===== src/rtl/fxp_divider.sv =====
// Fixed-point signed divider: (a * 2^FRAC) / b with truncation toward zero
// and saturation to a Q_W-bit signed result. The divisor is an unsigned
// magnitude. Radix-2 restoring division produces one quotient bit per
// enabled cycle, MSB first; the sign is applied once the magnitude is complete.
module fxp_divider #(
   parameter int A_W  = 27,
   parameter int B_W  = 27,
   parameter int FRAC = 14,
   parameter int Q_W  = 16
) (
   input  logic           i_clk,
   input  logic           i_rst,
   input  logic           i_en,
   input  logic           i_valid,
   output logic           o_ready,
   input  logic [A_W-1:0] i_a,
   input  logic [B_W-1:0] i_b,
   output logic           o_valid,
   input  logic           i_ready,
   output logic [Q_W-1:0] o_q,
   output logic           o_ovf,
   output logic           o_dz
);

   localparam int N_ITER = A_W - 1 + FRAC;
   localparam int CNT_W  = ($clog2(N_ITER) > 6) ? $clog2(N_ITER) : 6;
   localparam logic [CNT_W-1:0] CNT_LAST = CNT_W'(N_ITER - 1);

   // Largest magnitudes representable for a positive / negative result.
   localparam logic [N_ITER:0] MAG_LIM_POS = {{(N_ITER+2-Q_W){1'b0}}, {(Q_W-1){1'b1}}};
   localparam logic [N_ITER:0] MAG_LIM_NEG = {{(N_ITER+1-Q_W){1'b0}}, 1'b1, {(Q_W-1){1'b0}}};
   localparam logic [Q_W-1:0]  Q_MAX       = {1'b0, {(Q_W-1){1'b1}}};
   localparam logic [Q_W-1:0]  Q_MIN       = {1'b1, {(Q_W-1){1'b0}}};

   typedef enum logic [1:0] {
      ST_IDLE = 2'd0,
      ST_BUSY = 2'd1,
      ST_DONE = 2'd2
   } state_t;

   // Apply sign and saturate a full quotient magnitude; returns {ovf, q}.
   function automatic logic [Q_W:0] saturate(input logic [N_ITER:0] mag, input logic neg);
      logic [N_ITER:0] lim;
      logic [Q_W-1:0]  q;
      logic            ovf;
      lim = neg ? MAG_LIM_NEG : MAG_LIM_POS;
      ovf = (mag > lim);
      if (ovf) begin
         q = neg ? Q_MIN : Q_MAX;
      end else if (neg) begin
         q = -mag[Q_W-1:0];
      end else begin
         q = mag[Q_W-1:0];
      end
      return {ovf, q};
   endfunction

   state_t            state_q, state_d;
   logic [CNT_W-1:0]  cnt_q, cnt_d;
   logic              neg_q, neg_d;
   logic [B_W-1:0]    b_q, b_d;
   logic [B_W-1:0]    rem_q, rem_d;
   logic [N_ITER-1:0] dvd_q, dvd_d;
   logic [N_ITER-2:0] quo_q, quo_d;
   logic              qtop_q, qtop_d;
   logic              o_valid_q, o_valid_d;
   logic              o_ready_q, o_ready_d;
   logic [Q_W-1:0]    o_q_q, o_q_d;
   logic              o_ovf_q, o_ovf_d;
   logic              o_dz_q, o_dz_d;

   logic [A_W-1:0]    mag_in_s;
   logic              b_zero_s;
   logic              b_one_s;
   logic              top_in_s;
   logic [B_W:0]      trial_s;
   logic [B_W-1:0]    diff_s;
   logic              qbit_s;
   logic [B_W-1:0]    rem_nxt_s;
   logic [N_ITER:0]   q_full_s;
   logic [Q_W:0]      sat_s;

   // Next-state, datapath iteration and output computation.
   always_comb begin
      state_d   = state_q;
      cnt_d     = cnt_q;
      neg_d     = neg_q;
      b_d       = b_q;
      rem_d     = rem_q;
      dvd_d     = dvd_q;
      quo_d     = quo_q;
      qtop_d    = qtop_q;
      o_valid_d = o_valid_q;
      o_ready_d = o_ready_q;
      o_q_d     = o_q_q;
      o_ovf_d   = o_ovf_q;
      o_dz_d    = o_dz_q;

      // Operand conditioning for an incoming request. The most negative
      // dividend has a magnitude one bit wider than the iteration window,
      // so that bit pre-loads the remainder (or directly yields the extra
      // top quotient bit when the divisor is 1).
      mag_in_s = i_a[A_W-1] ? -i_a : i_a;
      b_zero_s = (i_b == {B_W{1'b0}});
      b_one_s  = (i_b == {{(B_W-1){1'b0}}, 1'b1});
      top_in_s = mag_in_s[A_W-1];

      // One restoring-division step on the held state.
      trial_s   = {rem_q, dvd_q[N_ITER-1]};
      diff_s    = trial_s[B_W-1:0] - b_q;
      qbit_s    = (trial_s >= {1'b0, b_q});
      rem_nxt_s = qbit_s ? diff_s : trial_s[B_W-1:0];
      q_full_s  = {qtop_q, quo_q, qbit_s};
      sat_s     = saturate(q_full_s, neg_q);

      case (state_q)
         ST_IDLE: begin
            if (i_valid) begin
               o_ready_d = 1'b0;
               neg_d     = i_a[A_W-1];
               if (b_zero_s) begin
                  state_d   = ST_DONE;
                  o_valid_d = 1'b1;
                  o_dz_d    = 1'b1;
                  o_ovf_d   = 1'b0;
                  o_q_d     = i_a[A_W-1] ? Q_MIN : Q_MAX;
               end else begin
                  state_d = ST_BUSY;
                  cnt_d   = {CNT_W{1'b0}};
                  b_d     = i_b;
                  dvd_d   = {mag_in_s[A_W-2:0], {FRAC{1'b0}}};
                  quo_d   = {(N_ITER-1){1'b0}};
                  qtop_d  = top_in_s & b_one_s;
                  rem_d   = {{(B_W-1){1'b0}}, top_in_s & ~b_one_s};
               end
            end else begin
               o_ready_d = 1'b1;
            end
         end
         ST_BUSY: begin
            rem_d = rem_nxt_s;
            dvd_d = {dvd_q[N_ITER-2:0], 1'b0};
            quo_d = {quo_q[N_ITER-3:0], qbit_s};
            if (cnt_q == CNT_LAST) begin
               state_d   = ST_DONE;
               o_valid_d = 1'b1;
               o_dz_d    = 1'b0;
               o_ovf_d   = sat_s[Q_W];
               o_q_d     = sat_s[Q_W-1:0];
            end else begin
               cnt_d = cnt_q + {{(CNT_W-1){1'b0}}, 1'b1};
            end
         end
         ST_DONE: begin
            // Consuming the result only returns to IDLE; a request present
            // on this same edge is seen no earlier than the next one.
            if (i_ready) begin
               state_d   = ST_IDLE;
               o_valid_d = 1'b0;
               o_ready_d = 1'b1;
            end else begin
               o_valid_d = 1'b1;
            end
         end
         default: begin
            state_d   = ST_IDLE;
            o_valid_d = 1'b0;
            o_ready_d = 1'b1;
         end
      endcase
   end

   // State and output registers: synchronous reset, global stall on i_en.
   always_ff @(posedge i_clk) begin
      if (i_rst) begin
         state_q   <= ST_IDLE;
         cnt_q     <= {CNT_W{1'b0}};
         neg_q     <= 1'b0;
         b_q       <= {B_W{1'b0}};
         rem_q     <= {B_W{1'b0}};
         dvd_q     <= {N_ITER{1'b0}};
         quo_q     <= {(N_ITER-1){1'b0}};
         qtop_q    <= 1'b0;
         o_valid_q <= 1'b0;
         o_ready_q <= 1'b1;
         o_q_q     <= {Q_W{1'b0}};
         o_ovf_q   <= 1'b0;
         o_dz_q    <= 1'b0;
      end else if (i_en) begin
         state_q   <= state_d;
         cnt_q     <= cnt_d;
         neg_q     <= neg_d;
         b_q       <= b_d;
         rem_q     <= rem_d;
         dvd_q     <= dvd_d;
         quo_q     <= quo_d;
         qtop_q    <= qtop_d;
         o_valid_q <= o_valid_d;
         o_ready_q <= o_ready_d;
         o_q_q     <= o_q_d;
         o_ovf_q   <= o_ovf_d;
         o_dz_q    <= o_dz_d;
      end
   end

   assign o_valid = o_valid_q;
   assign o_ready = o_ready_q;
   assign o_q     = o_q_q;
   assign o_ovf   = o_ovf_q;
   assign o_dz    = o_dz_q;

endmodule


===== config.mk =====
export PLATFORM = sky130hd
export DESIGN_NAME = fxp_divider
export DESIGN_NICKNAME = d
export VERILOG_FILES = /design/src/rtl/fxp_divider.sv
export SDC_FILE = /design/constraint.sdc
export NUM_CORES = 1
export LEC_CHECK = 0
export BUFFER_PORTS_ARGS = -buffer_cell sky130_fd_sc_hd__clkbuf_2
export CAP_MARGIN = 5
export CORE_ASPECT_RATIO = 1.1
export CORE_MARGIN = 5
export CORE_UTILIZATION = 54
export DETAILED_ROUTE_END_ITERATION = 7
export HOLD_SLACK_MARGIN = 0.02
export PLACE_DENSITY = 0.78
export SLEW_MARGIN = 40
export SYNTH_ARGS = -nofsm -noshare
export SYNTH_HDL_FRONTEND = slang
export SYNTH_SLANG_ARGS = --single-unit

===== constraint.sdc =====
create_clock -name i_clk -period 3.95 [get_ports i_clk]
set_input_delay 0.79 -clock i_clk [delete_from_list [all_inputs] [get_ports i_clk]]
set_output_delay 0.79 -clock i_clk [all_outputs]
set_load 0.1 [all_outputs]

==> results.ini, run 1 <==
[outcome]
status = complete, no violations

[cts]
holdBufCountCts = 0
clk_transition_reported_paths_ps = 60
insertion_delay_ps = 430
cts_buffers = 17
cts_buffer_depth = 2
cts-root-buf = clkbuf_16
cts_tree = done
htree_levels = 4
clock-sinks = 149

[worst_setup_path]
cp-start-kind = register
critPathKind = register to register
max_stage_delay_ps = 480
path_max_fanout = 7
cp_cell_sequence = inv_1 > ha_1 > nand2_1 > or3_1 > nor4bb_1 > a21o_1 > inv_2 > ha_1 > nand2_1 > or4_1 > o22ai_2 > a32oi_4 > nor2_2 > a31oi_1 > or3_1 > a32o_1
arrival_ps = 4240
worstSetupEndpointType = register
crit_slowest_cell = or4_1
cp.required_ps = 4270

[floorplan]
rows = 48
pin_count = 79
die_x_um = 130
core-area_mm2 = 0.0157
die_h_um = 142
dieArea_mm2 = 0.0186
start_util_pct = 54.9

[synth]
synth_ff_type = dfxtp_1
syn_area_per_cell_um2 = 7.79
synth_async_sr_flop_share_pct = 0
syn_area_mm2 = 0.00861
yosysSeqAreaShare_pct = 34.7
synth_cells = 1105
yosysTopAreaCellShare_pct = 34.7
ys_warn_count = 0
synth_edf_count = 0
syn-num-nets = 1211
synth_cell_type_count = 76
synth_seq_cells = 149
yosysTopAreaCell = dfxtp_1
ys_top_cells_by_area = dfxtp_1 35%, nand2_1 8.0%, ha_1 6.7%, a21oi_1 6.6%, nor2_1 4.6%

[global_route]
grt_pass1_wl_mm = 37.4
grt_max_degree = 52
grt.overflow.total = 0
antenna_found_initial = 0
track_usage_pct = 24.6
grt_pass1_vias = 7885

[cells_and_area]
fin_nets = 1289
syn2layout_area_growth_pct = 17.7
diodes = 0
fillers = 1370
stdcell_count = 1394
final_layout_size_suffix_gt1_share_pct = 17.3

[timing]
slew_violations = 0
finalCritPeriodShare_pct = 99.3
fin_setup_tns_ps = 0
hold_viol = 0
timing.final.ws_setup_ps = 29.5
rsz0062_at_grt = true
skew_ps = 8.37
timing.fmax_mhz = 255
worst_pin_slew_ps = 782
maxSlewHeadroom_pct = 47.4
post-route-min-period_ps = 3920
setup_viol = 0

[route]
viasPerCell = 6.09
wire_per_inst_um = 16.6
vias = 8486
drc = 0
first_pass_iters = 5
routed_wl_mm = 23.1
drt-initial-drc-count = 812
final_antenna_net_count = 0

[pwr]
p_leak_nw = 4.09
power_density_mw_per_mm2 = 492
p_clk_share_pct = 33.1
seqPwrFrac_pct = 32.2
switchingPower_mw = 1.65
ir_drop_uv = 375
power_frac_comb_pct = 34.7
swShare_pct = 33.2
p_int_mw = 3.33

[placement]
dp.cells = 1359
io_buffer_count = 78
place_congestion = 0.934
post-place-ws_ps = 9.17
hpwlAfterDp_mm = 15.7

[min_path]
hold_path_class = register to register

[run]
cap_violations = 0

-- through the flow --
step / power [mW] / util (%) / hold slack, ps / cell area [um^2]
final: 4.98 / 64.6 / 441 / 10100
after global routing: 5.22 / 64.6 / 460 / 10100
after CTS: 4.83 / 63.3 / 443 / 9920
after detailed placement: 3.19 / 59.4 / 434 / 9320
after global placement: 3.17 / 59.4 / 433 / 9320
after floorplan: 2.75 / - / 428 / 8610
-- critical path, delay by kind of cell (launching register included) --
family | cells | cell delay [ps]
fa+ha+maj | 2 | 610
simple gates | 7 | 1890
flops | 1 | 330
compound gates | 5 | 830
buf+inv | 2 | 140
-- registers in the layout, summed over array words and instances (netlist names) --
register and count:
qtop_q 1, rem_q 27, cnt_q 6, o_q 16
o_ready 1, neg_q 1, quo_q 39, o_valid 1
o_dz 1, state_q 2, dvd_q 26, o_ovf 1
b_q 27
-- placed cells by master (no fill, tap or decap), types with 8 or more instances in the layout --
cell type | netlist | layout
o21ai_0 | 58 | 58
nand3_1 | 13 | 13
a21oi_1 | 113 | 108
clkbuf_2 | 2 | 77
ha_1 | 46 | 38
clkbuf_16 | 0 | 17
o221ai_1 | 20 | 20
xor2_1 | 21 | 21
nand2_1 | 184 | 183
xnor2_1 | 30 | 30
o31ai_1 | 8 | 8
dfxtp_1 | 149 | 146
o211ai_1 | 15 | 15
a21o_1 | 14 | 14
nand4_1 | 12 | 12
buf_4 | 0 | 39
nor4_1 | 17 | 17
inv_1 | 47 | 46
nor3_1 | 20 | 19
nor2_1 | 106 | 102
a22oi_1 | 44 | 44
-- path summary, 6_finish.rpt --
| path | from | end | slack, ps | depth (start not counted) |
|---|---|---|---|---|
| worst min register to register | o_q[3] | o_q[3] | 440 | 2 |
| worst max register to register | b_q[17] | o_q[9] | 30 | 16 |
| worst min-delay path | o_q[3] | o_q[3] | 440 | 2 |
| worst max-delay path | b_q[17] | o_q[9] | 30 | 16 |
-- power groups by stage --
stage / logic (mW) / clock network, mW / registers, mW
2_1_floorplan: 1.10 / 0 / 1.66
3_3_place_gp: 1.53 / 0 / 1.63
3_5_place_dp: 1.56 / 0 / 1.63
4_1_cts: 1.57 / 1.66 / 1.60
5_1_grt: 1.88 / 1.73 / 1.61
6_report: 1.73 / 1.65 / 1.60
-- timing repair --
| item | in CTS | in global routing |
|---|---|---|
| setup endpoints to repair | 0 | 16 |
| buffers inserted | 0 | 5 |
| gates resized for setup | 0 | 33 |
-- cells by family after synthesis --
group / after synthesis / share of synthesized area (%)
adders and majority gates: 47 / 6.92
AOI/OAI and AO/OA: 344 / 26.6
and+or+nand+nor: 398 / 20.9
muxes: 8 / 0.945
buffers and inverters: 108 / 4.83
DFF: 149 / 34.7
xor gates and xnor gates: 51 / 5.19
-- metal layers --
| layer | track usage [%] | vias to the layer above | share of wire [%] |
|---|---|---|---|
| met5 | 0 | - | 0 |
| met4 | 9.69 | 0 | 3.2 |
| met3 | 4.20 | 73 | 4.6 |
| met2 | 41.7 | 279 | 50 |
| met1 | 31.0 | 4014 | 42 |
| li1 | - | 4120 | - |
-- cells in the mapped netlist, types with 17 or more instances --
master and n:
ha_1 46, dfxtp_1 149, a22oi_1 44, o221ai_1 20
nor2_1 106, nor3_1 20, nor4_1 17, nand2_1 184
inv_1 47, a21oi_1 113, xor2_1 21, o21ai_0 58
clkbuf_1 49, xnor2_1 30
-- final cells by class --
type                    instances  area (um^2)  area share (%)
clock buffers                  21          470            4.65
clock inverters                 9          128            1.26
inverters                      48          180            1.78
multi-input cells             848         5380            53.2
flip-flops and latches        149         2990            29.5
well taps                     200          250            2.47
repair buffers                119          729            7.20
Note: power is estimated with default switching activity, not from simulation.
==> run 2, diff against run 1 <==
Settings changed: CORE_UTILIZATION 54 to 60, PLACE_DENSITY 0.78 to 0.82, SLEW_MARGIN 40 to 10.
Clock period 3.95 ns to 4.5 ns, I/O delays scaled along.
==> run 2 against run 1 <==
Die area is 9.3% lower. Critical path depth is 2 higher. Utilization is 3.2 points higher. Hold slack better by 2.5 ps. Sequential share of layout area is 1.3 points higher. Combinational power is 25% lower. Fmax is 6.2% lower. Global-route usage is 2.8 points higher. Register-to-register slack better by 290 ps.
==> results.ini, run 2 (synthesized netlist as in run 1, its figures left out) <==
[outcome]
status = complete, no violations

[timing]
skew_ps = 7.56  ; -0.812 ps
hold_viol = 0  ; unchanged
slew_violations = 0  ; unchanged
setup_viol = 0  ; unchanged
fin_setup_tns_ps = 0  ; unchanged
maxSlewHeadroom_pct = 30.3  ; -17 points
timing.fmax_mhz = 239  ; -6.2%
timing.final.ws_setup_ps = 319  ; +289 ps
worst_pin_slew_ps = 1040  ; +261 ps
rsz0062_at_grt = false
post-route-min-period_ps = 4180  ; +261 ps
finalCritPeriodShare_pct = 92.9  ; -6.3 points

[placement]
place_congestion = 0.953  ; +2.0%
place_area_mm2 = 0.00911  ; -2.3%
hpwlAfterDp_mm = 15.2  ; -3.4%
io_buffer_count = 78  ; unchanged
post-place-ws_ps = 359  ; +350 ps

[route]
wire_per_inst_um = 16.2  ; -2.0%
drc = 0  ; unchanged
first_pass_iters = 8  ; +3
viasPerCell = 6.04  ; -0.79%
final_antenna_net_count = 0  ; unchanged
drt-initial-drc-count = 713  ; -12%
vias = 8214  ; -3.2%
routed_wl_mm = 22.1  ; -4.4%

[worst_setup_path]
cp.required_ps = 4820  ; +550 ps
arrival_ps = 4500  ; +260 ps
cp_cell_sequence = inv_1 > ha_1 > a21o_1 > a21oi_1 > o2111a_1 > o41ai_1 > a21o_1 > inv_2 > ha_1 > or3b_4 > or3_4 > nor3_4 > nand2_2 > or3_4 > nor3_2 > mux2i_1 > o211ai_2 > a22o_1
worstSetupEndpointType = register
cp-start-kind = register
r2r_start = b_q[21]
rrSetupSlack_ps = 320  ; +290 ps
path_max_fanout = 10  ; +3
path_delay_family = simple AND/OR/NAND/NOR gates
crit_slowest_cell = or3b_4
critPathBufInv = 2  ; unchanged
max_stage_delay_ps = 400  ; -80 ps
reg2regPathDepth = 18  ; +2
critPathCapture = o_q[14]
reg2reg_to = o_q[14]
startpoint = b_q[21]
critPathKind = register to register
cp.depth = 18  ; +2

[cells_and_area]
diodes = 0  ; unchanged
layout_common_cells = 184 x nand2_1, 149 x dfxtp_1, 113 x a21oi_1
multi_input_area_mm2 = 0.00521  ; -3.1%
fin_nets = 1261  ; -2.2%
fillers = 1263  ; -7.8%
final_layout_size_suffix_gt1_share_pct = 13.1  ; -4.2 points
regArea_mm2 = 0.00298  ; -0.13%
largest_register = quo_q
reg_top3 = quo_q: 39 flops, b_q: 27 flops, rem_q: 27 flops
mostFrequentLayoutCell = nand2_1
largest_reg_flops = 39  ; unchanged
syn2layout_area_growth_pct = 12.4
final_cell_area_mm2 = 0.00968  ; -4.4%

[global_route]
antenna_found_initial = 0  ; unchanged
track_usage_pct = 27.3  ; +2.8 points
grt_max_degree = 83  ; +60%
grt_pass1_wl_mm = 37.5  ; +0.29%
grt_pass1_vias = 7921  ; +0.46%
grt.overflow.total = 0  ; unchanged

[pwr]
p_leak_nw = 3.90  ; -4.7%
power_density_mw_per_mm2 = 420  ; -15%
ir_drop_uv = 275  ; -27%

[cts]
htree_levels = 4  ; unchanged
cts_resized = 0  ; unchanged
cts-root-buf = clkbuf_16
insertion_delay_ps = 430  ; about the same
clk_transition_reported_paths_ps = 60  ; about the same
cts_buffers = 17  ; unchanged
holdBufCountCts = 0  ; unchanged
post-cts-setup-buffer-count = 0  ; unchanged
clock-sinks = 149  ; unchanged
cts_tree = done
cts_buffer_depth = 2  ; unchanged

[floorplan]
start_util_pct = 60.3  ; +5.4 points
pin_count = 79  ; unchanged
core-area_mm2 = 0.0143  ; -8.9%
dieArea_mm2 = 0.0168  ; -9.3%
rows = 46  ; -4.2%
die_h_um = 136  ; -4.8%
die_x_um = 124  ; -4.7%

[min_path]
hold_depth = 2  ; unchanged
hold_path_class = register to register

[run]
cap_violations = 0  ; unchanged

-- run 2: cell types whose count changed in the layout (fill, tap and decap cells not counted), moves of 3 or more --
cell	delta
a21oi_1	+5
a21oi_2	-5
buf_4	-25
clkinvlp_4	+3
dfxtp_1	+3
dfxtp_2	-3
ha_1	+8
ha_4	-6
-- run 2: power by group --
part	total, mW	switching (mW)	internal [mW]
combinational	1.29	0.783	0.504
clock	1.37	0.570	0.802
sequential	1.41	0.0358	1.37
-- run 2: final cells by class --
class	instances	area share, %
flip-flops and latches	149	30.8
repair buffers	91	5.07
inverters	48	1.86
multi-input cells	848	53.9
clock buffers	20	4.82
clock inverters	12	1.07
well taps	192	2.48
-- run 2: worst min path at each step --
| stage | startpoint | to | slack (ps) |
|---|---|---|---|
| floorplan | dvd_q[22] | dvd_q[22] | 430 |
| global placement | o_q[3] | o_q[3] | 430 |
| detailed placement | o_q[3] | o_q[3] | 440 |
| CTS | o_q[3] | o_q[3] | 440 |
| global route | o_q[13] | o_q[13] | 470 |
| finish | o_q[3] | o_q[3] | 440 |
-- run 2: worst reg2reg max path: stages (launching register included) --
cell,delay [ps]
dfxtp_1,330
inv_1,50
ha_1,380
a21o_1,220
a21oi_1,220
o2111a_1,200
o41ai_1,70
a21o_1,180
inv_2,170
ha_1,220
or3b_4,400
or3_4,360
nor3_4,180
nand2_2,90
or3_4,340
nor3_2,140
mux2i_1,240
o211ai_2,90
a22o_1,210
-- run 2: metrics by stage --
step	hold slack, ps	std cells	utilization, %	total power, mW
6_report	444	1360	67.8	4.07
5_1_grt	471	1360	67.8	4.28
4_1_cts	445	1360	67.8	4.07
3_5_place_dp	436	1328	63.8	2.70
3_3_place_gp	425	1328	63.8	2.68
2_1_floorplan	428	1105	-	2.41
-- run 2: layer usage --
metal,share of wire (%),vias up,GRT usage (%)
met5,0,-,0
met4,2.9,0,10.8
met3,5.4,53,4.09
met2,49,263,46.3
met1,43,3809,34.8
li1,-,4089,-
==> run 3, diff against run 2 <==
Settings changed: CELL_PAD_IN_SITES_DETAIL_PLACEMENT set to 1, CELL_PAD_IN_SITES_GLOBAL_PLACEMENT set to 1, CORE_UTILIZATION 60 to 45, PLACE_DENSITY 0.82 to 0.83, REMOVE_ABC_BUFFERS set to 1.
==> run 3 against run 2 <==
Global-route usage shrank 3.6 points. First-iteration DRC count shrank 23%. Wire length grew 18%. Largest cell class unchanged. Register-to-register slack lost 98 ps. Flip-flop and latch count is the same. Critical path depth is the same. Largest power group unchanged. Worst setup slack lost 98 ps.
==> results.ini, run 3 (synthesized netlist as in run 1, its figures left out) <==
[timing]
whs_ps = 446  ; +1.78 ps
slew_violations = 0  ; unchanged
post-route-min-period_ps = 4280  ; +97.8 ps
finalCritPeriodShare_pct = 95.1  ; +2.2 points
maxSlewHeadroom_pct = 29.7  ; -0.64 points
worst_pin_slew_ps = 1050  ; +11.0 ps
setup_viol = 0  ; unchanged
rsz0062_at_grt = false
hold_viol = 0  ; unchanged
skew_ps = 8.57  ; +1.02 ps
timing.fmax_mhz = 234  ; -2.3%

[cells_and_area]
final_layout_size_suffix_gt1_share_pct = 13.2  ; +0.074 points
stdcell_count = 1416  ; +4.1%
fillers = 2386  ; +89%
diodes = 0  ; unchanged
layout_common_cells = 184 x nand2_1, 149 x dfxtp_1, 113 x a21oi_1
syn2layout_area_growth_pct = 13.5
reg_top3 = quo_q: 39 flops, b_q: 27 flops, rem_q: 27 flops
utilization_pct = 51.5  ; -16 points
mostFrequentLayoutCell = nand2_1
largest_reg_flops = 39  ; unchanged
final_cell_area_mm2 = 0.00977  ; +0.92%
fin_nets = 1265  ; +0.32%
largest_register = quo_q

[worst_setup_path]
rrSetupSlack_ps = 220  ; -100 ps
cp_cell_sequence = inv_1 > ha_1 > a21oi_1 > o21ai_0 > a31oi_1 > o41ai_1 > a21o_1 > inv_2 > ha_1 > or3b_4 > or3_4 > nor3_4 > nand2_2 > or3_4 > nor3_2 > mux2i_1 > o211ai_2 > a22o_1
critPathBufInv = 2  ; unchanged
path_delay_family = simple AND/OR/NAND/NOR gates
max_stage_delay_ps = 410  ; about the same
r2r_start = b_q[15]
cp.required_ps = 4820  ; about the same
arrival_ps = 4600  ; +100 ps
reg2regPathDepth = 18  ; unchanged
critPathKind = register to register
path_max_fanout = 8  ; -2
worstSetupEndpointType = register
crit_slowest_cell = or3b_4
reg2reg_to = o_q[14]
cp-start-kind = register

[route]
final_antenna_net_count = 0  ; unchanged
drt-initial-drc-count = 549  ; -23%
highest_layer = met5
wirelength_met1_mm = 11.6  ; +23%
routed_wl_mm = 26.1  ; +18%
wire_per_inst_um = 18.5  ; +14%
wl_met3_mm = 1.08  ; -9.0%
vias = 8453  ; +2.9%
viasPerCell = 5.97  ; -1.2%
first_pass_iters = 5  ; -3
route.met2.wl_mm = 13.0  ; +20%
drc = 0  ; unchanged

[min_path]
hold_depth = 2  ; unchanged
hold_start = o_q[13]
hold_path_class = register to register
min_to = o_q[13]

[global_route]
grt_pass1_vias = 8619  ; +8.8%
grt.overflow.total = 0  ; unchanged
antenna_found_initial = 1  ; +1
grt_pass1_wl_mm = 42.8  ; +14%
track_usage_pct = 23.7  ; -3.6 points
grt_max_degree = 57  ; -31%

[cts]
insertion_delay_ps = 430  ; about the same
htree_levels = 4  ; unchanged
cts_buffers = 17  ; unchanged
post-cts-setup-buffer-count = 0  ; unchanged
cts-root-buf = clkbuf_16
clock-sinks = 149  ; unchanged
clk_transition_reported_paths_ps = 60  ; about the same
cts_buffer_depth = 2  ; unchanged
cts_tree = done

[outcome]
status = complete, no violations

[placement]
place_congestion = 0.907  ; -4.8%
dp.cells = 1387  ; +4.4%
place_area_mm2 = 0.00921  ; +1.1%
io_buffer_count = 78  ; unchanged
hpwlAfterDp_mm = 18.5  ; +22%

[floorplan]
rows = 53  ; +15%
die_x_um = 142  ; +14%
start_util_pct = 45.4  ; -15 points
pin_count = 79  ; unchanged
die_h_um = 155  ; +14%
dieArea_mm2 = 0.0220  ; +31%
core-area_mm2 = 0.0190  ; +33%

[pwr]
ir_drop_uv = 279  ; +1.7%
power_density_mw_per_mm2 = 424  ; +0.94%
p_leak_nw = 3.90  ; about the same

[run]
cap_violations = 0  ; unchanged

run 3: cell count changes in the layout (fill, tap and decap cells not counted), sizes merged:
cell      delta
buf          +4
clkinv       -3
bufinv       +1
clkbuf       -1
clkinvlp     +1
inv          -1
run 3: cell type report:
cell class                 count  area, um^2  area share, %
tap                          247         309           3.16
timing repair buffer          95         520           5.33
inverter                      48         180           1.84
clock inverter                10         110           1.13
multi-input combinational    848        5220           53.5
sequential                   149        2980           30.5
clock buffer                  19         443           4.53
run 3: worst max-delay path by stage:
stage / start / end / cells past startpoint
floorplan: b_q[17] / o_q[9] / 16
global placement: b_q[11] / o_q[14] / 17
detailed placement: b_q[17] / o_q[15] / 17
CTS: b_q[17] / o_q[15] / 17
global route: b_q[11] / o_q[14] / 17
finish: b_q[15] / o_q[14] / 18
run 3: routing by layer:
metal | GRT usage [%] | up-vias
met1 | 29.1 | 4146
met3 | 4.43 | 38
met2 | 42.3 | 181
met4 | 6.54 | 2
met5 | 0 | -
li1 | - | 4086
run 3: timing repair:
item	in CTS	in global routing
gates resized for setup	0	1
endpoints found under the setup margin	0	8
hold buffers	0	0
run 3: worst min-delay path, delay by kind of cell (launching register included):
kind / cells / cell delay [ps]
DFF: 1 / 310
and+or+nand+nor: 2 / 90
run 3: power by group:
part,internal [mW],switching [mW],leakage (nW)
registers,1.37,0.0385,1.21
logic,0.509,0.841,2.43
clock network,0.816,0.567,0.262
total,2.70,1.45,3.90
run 3: per-stage QoR:
stage	worst slack [ps]	setup TNS (ps)	total power, mW
after CTS	152	0	4.14
after detailed placement	311	0	2.75
after global placement	335	0	2.71
after global routing	5.26	0	4.34
final	221	0	4.14
after floorplan	-51.0	-100	2.36
